[src/rtl/instr_fetch_unit.sv]
// instr_fetch_unit: PC sequencing, imem req/ack fetch, skid-buffered output, redirect squash.
module instr_fetch_unit #(
  parameter logic [31:0] RESET_PC  = 32'h0000_0000,
  parameter int          MAX_WAIT  = 16,
  parameter logic [31:0] NOP_INSTR = 32'h0000_0013
) (
  input  logic        clk,
  input  logic        rst_n,
  output logic        imem_req,
  output logic [31:0] imem_addr,
  input  logic        imem_ack,
  input  logic [31:0] imem_rdata,
  input  logic        stall,
  input  logic        pc_src,
  input  logic [31:0] branch_target,
  output logic        valid_out,
  output logic [31:0] instr_out,
  output logic [31:0] pc_out,
  output logic [6:0]  opcode,
  output logic [2:0]  funct3,
  output logic        funct7_bit,
  output logic        fetch_err
);
  typedef enum logic [1:0] {IDLE, FETCH, HOLD, ERR} state_t;
  localparam int CW = $clog2(MAX_WAIT + 1);
  state_t state, state_d;
  logic [31:0] pc, pend_addr, skid_instr, skid_pc;
  logic pend, skid_v, squash, ack, ack_ok, take, misalign, timeout, waiting;
  logic [CW-1:0] wait_cnt;
  assign imem_req   = state == FETCH && !skid_v;
  // An outstanding request keeps its original address even if pc was redirected.
  assign imem_addr  = pend ? pend_addr : pc;
  assign ack        = imem_req & imem_ack;
  assign ack_ok     = ack & ~squash;
  assign take       = valid_out & ~stall;
  assign waiting    = imem_req & ~imem_ack;
  assign misalign   = pc_src & |branch_target[1:0];
  assign timeout    = waiting && wait_cnt == CW'(MAX_WAIT - 1);
  assign opcode     = instr_out[6:0];
  assign funct3     = instr_out[14:12];
  assign funct7_bit = instr_out[30];
  always_comb begin
    state_d = state;
    state_d = state == ERR || misalign || timeout ? ERR :
              pc_src || state == IDLE             ? FETCH :
              ack_ok && valid_out && stall        ? HOLD :
              state == HOLD && take               ? FETCH : state;
  end
  always_ff @(posedge clk or negedge rst_n)
    if (!rst_n) state <= IDLE;
    else state <= state_d;
  always_ff @(posedge clk or negedge rst_n) begin
    if (!rst_n) begin
      pc         <= RESET_PC;
      pend       <= 1'b0;
      pend_addr  <= '0;
      squash     <= 1'b0;
      wait_cnt   <= '0;
      skid_v     <= 1'b0;
      skid_instr <= '0;
      skid_pc    <= '0;
      valid_out  <= 1'b0;
      instr_out  <= NOP_INSTR;
      pc_out     <= '0;
      fetch_err  <= 1'b0;
    end else if (state_d == ERR) begin
      pend      <= 1'b0;
      squash    <= 1'b0;
      skid_v    <= 1'b0;
      valid_out <= 1'b0;
      instr_out <= NOP_INSTR;
      fetch_err <= 1'b1;
    end else begin
      pend      <= waiting;
      pend_addr <= imem_addr;
      wait_cnt  <= waiting ? wait_cnt + 1'b1 : '0;
      if (pc_src) begin
        pc        <= branch_target;
        valid_out <= 1'b0;
        instr_out <= NOP_INSTR;
        skid_v    <= 1'b0;
        squash    <= waiting;
      end else begin
        if (ack) squash <= 1'b0;
        if (ack_ok) pc <= pc + 32'd4;
        if (ack_ok && (!valid_out || !stall)) begin
          valid_out <= 1'b1;
          instr_out <= imem_rdata;
          pc_out    <= imem_addr;
        end else if (ack_ok) begin
          skid_v     <= 1'b1;
          skid_instr <= imem_rdata;
          skid_pc    <= imem_addr;
        end else if (take) begin
          valid_out <= skid_v;
          instr_out <= skid_v ? skid_instr : NOP_INSTR;
          pc_out    <= skid_v ? skid_pc : pc_out;
          skid_v    <= 1'b0;
        end
      end
    end
  end
endmodule

[config.mk]
export PLATFORM = sky130hd
export DESIGN_NAME = instr_fetch_unit
export DESIGN_NICKNAME = d
export VERILOG_FILES = /design/src/rtl/instr_fetch_unit.sv
export SDC_FILE = /design/constraint.sdc
export NUM_CORES = 1
export LEC_CHECK = 0
export ABC_AREA = 1
export CORE_AREA = 4 4 157 159
export CTS_BUF_LIST = sky130_fd_sc_hd__clkbuf_16
export DETAILED_ROUTE_END_ITERATION = 10
export DIE_AREA = 0 0 161 163
export PLACE_DENSITY = 0.77
export SLEW_MARGIN = 20
export SYNTH_ARGS = -nofsm -noshare
export SYNTH_HDL_FRONTEND = slang
export SYNTH_SLANG_ARGS = --single-unit
[constraint.sdc]
create_clock -name clk -period 2.6 [get_ports clk]
set_input_delay 0.39 -clock clk [delete_from_list [all_inputs] [get_ports clk]]
set_output_delay 0.39 -clock clk [all_outputs]
set_load 0.02 [all_outputs]
==> results of run 1 <==
[routing by layer]
| metal | vias to the layer above | global-route usage, % | part of all wire (%) |
|---|---|---|---|
| li1 | 4775 | - | - |
| met1 | 4460 | 31.7 | 45 |
| met2 | 362 | 34.8 | 45 |
| met3 | 33 | 3.95 | 8.0 |
| met4 | 0 | 5.00 | 1.5 |
| met5 | - | 0 | 0 |
[cells by family after synthesis]
kind of cell	Yosys count
buffers and inverters	169
AND/OR/NAND/NOR	910
adder cells (fa/ha/maj)	3
AO/OA/AOI/OAI	141
XOR/XNOR	3
flip-flops	204
[final timing paths]
path	from	cells past startpoint	slack [ns]	to
min	rst_n	2	0.46	instr_out[17]
min in group clk	pc[0]	2	0.47	pc[0]
max	pend	3	-0.11	imem_addr[18]
max reg2reg	skid_v	9	0.51	skid_instr[30]
min reg2reg	pc[0]	2	0.47	pc[0]
max in group asynchronous	rst_n	3	1.31	instr_out[30]
[cells in the mapped netlist, drive strengths merged]
cell    number  area [um^2]
o21ai      124          621
dfrtp      201         5030
nand4        5         31.3
or2          5         31.3
o21a         1         7.51
xor2         2         17.5
xnor2        1         8.76
o31ai        1         7.51
dfstp        3         78.8
buf         56          344
a31oi        4         25.0
ha           3         37.5
a21boi       1         7.51
a21oi        4         20.0
nor2        89          365
o22ai        4         25.0
nor3         2         15.0
nand3      106          548
inv         89          334
o211ai       2         15.0
nand2      703         2660
clkbuf      24         90.1
[worst reg2reg max path, stage by stage (launching register included)]
cell and delay (ns):
dfrtp_1 0.49, inv_2 0.09, nand3_4 0.13, nor2_4 0.05, nand2_2 0.13, nor2_2 0.06, inv_2 0.11, nor2_8 0.05
inv_2 0.62, o21ai_0 0.20
[cell type report]
class | count | area, um^2 | area share, %
clock buffers | 23 | 576 | 4.36
clock inverters | 19 | 161 | 1.22
inverters | 89 | 334 | 2.53
multi-input cells | 1057 | 4460 | 33.8
flip-flops and latches | 204 | 5110 | 38.7
well taps | 319 | 399 | 3.02
repair buffers | 218 | 2170 | 16.4
[state kept, by name, indices dropped and copies added (netlist names), 2 cells and up]
register,flops
state,2
pc,32
skid_instr,32
pend_addr,32
wait_cnt,5
instr_out,32
skid_pc,32
pc_out,32
[timing repair]
| action | CTS | global route |
|---|---|---|
| hold buffers | 1 | 0 |
| resized for setup | 11 | 10 |
| setup endpoints to repair | 23 | 25 |
| endpoints found under the hold margin | 68 | 0 |
[power breakdown]
| group | internal [mW] | switching (mW) | total, mW |
|---|---|---|---|
| registers | 3.35 | 0.147 | 3.49 |
| clock network | 1.90 | 1.27 | 3.17 |
| logic | 0.428 | 0.665 | 1.09 |
==> summary.txt, run 1 <==
Ys Warns - 0
Dpl ws - 0.181 ns
Maximum clock path buffer count - 3
Mapped Area - 10300 um^2
CP max stage cell - clkdlybuf4s50_1
Synthesized area per cell - 7.21 um^2
Post-route setup TNS - -0.303 ns
#FFs+latches synth - 204
Xor/xnor cell area share of the yosys netlist - 0.255%
Crit-path max FO - 40
Status - finished, violations left
DRC violations left - 0
Die Wd - 161 um
Commonest cells after routing, fill and taps aside - nand2_1 (698), dfrtp_1 (201), clkdlybuf4s50_1 (172)
Period utilization - 104%
Final setup viols - 5
Io pins - 179
Cell family with the largest share of critical-path delay - buffers and inverters
DR vias - 9630
Fin crit period - 2.71 ns
Number of global-route vias before repair - 9309
Clk slew on worst S/H paths - 0.06 ns
Adder-cell share of the synthesized area - 0.364%
Die Y - 163 um
Max IR drop VDD - 0.434 mV
Vias per cell - 4.99
Grt total ovfl - 0
Syn Nets - 1502
Layout cells sized above 1 - 6.40%
Die area - 26200 um^2
Most common cell after layout, fill and taps aside - nand2_1
Final std cells w/o fill - 1929
RSZ-0062 raised after global routing - yes
Post-Synth Simple-Gate Area - 35.4%
Cell count after synthesis - 1430
First-pass GRT wire length - 47900 um
WP buf/inv - 2
Fmax - 369 MHz
Clk sinks - 204
# nets final - 1665
Startpoint Class - flop
Core Region - 23300 um^2
Maximum capacitance violations - 0
Clock latency on the worst-skew pair - 0.51 ns
Overall routing resource usage - 22.0%
Hold WS - 0.462 ns
CP endpoint kind - output port
Htree depth - 1
HP Class - input port to asynchronous set/reset pin
CTS tree - done
Worst Skew - 0.0188 ns
Slew @ Worst Pin - 0.829 ns
Synthesis-to-finish area growth - 28.0%
Unique cell type count in the Yosys netlist - 35
Final Hold Violating Endpoints - 0
N_diodes - 0
Antenna violations before repair - 0
DRT iter0 DRCs - 909
Worst rel slew slack - 44.6%
Worst path required time - 2.21 ns
Final estimated routing congestion in global placement - 0.971
Starting Density - 44.3%
Remaining antenna violation count - 0
Hpwl dp - 20600 um
Seq/Total Area, Yosys - 49.5%
Critical Path, Cell by Cell - buf_12 -> o21ai_0 -> clkdlybuf4s50_1
WL final - 29100 um
Dpl cells - 1886
IO buf count - 178
Clock buffer count from CTS - 23
Total power divided by cell area - 588 nW/um^2
Mux cell area share after synthesis - 0%
Final Power - 7.76 mW
Critical path arrival - 2.32 ns
Failing checks - setup timing
Largest net degree at the start of global routing - 78
Max-slew violation count - 0
Post-DP Area - 12400 um^2
Final instance area - 13200 um^2
Crit Path Category - flop to output port
Crit-path max cell delay - 0.72 ns
Avg WL per Cell - 15.1 um
Setup Fix Bufs, Post-CTS - 0
Worst setup margin - -0.107 ns
Final core occ - 56.8%
Leak Pwr - 6.71 nW
Root buffer cell - clkbuf_16
Post-synthesis compound-gate area fraction - 7.06%
First-pass DRT Iterations - 6
Std cell rows - 56
Fillers - 2170
Main combinational cell family by area after synthesis - simple AND/OR/NAND/NOR gates
No activity file was read; power rests on OpenSTA's default activity.
==> inputs of run 2 (changes only) <==
SLEW_MARGIN = unset   (was 20)
==> results of run 2 <==
No change in the layout: final DEF, timing and power equal those of run 1.
==> inputs of run 3 (changes only) <==
SLEW_MARGIN = 20   (was unset)
==> results of run 3 <==
No change in the layout: final DEF, timing and power equal those of run 1.
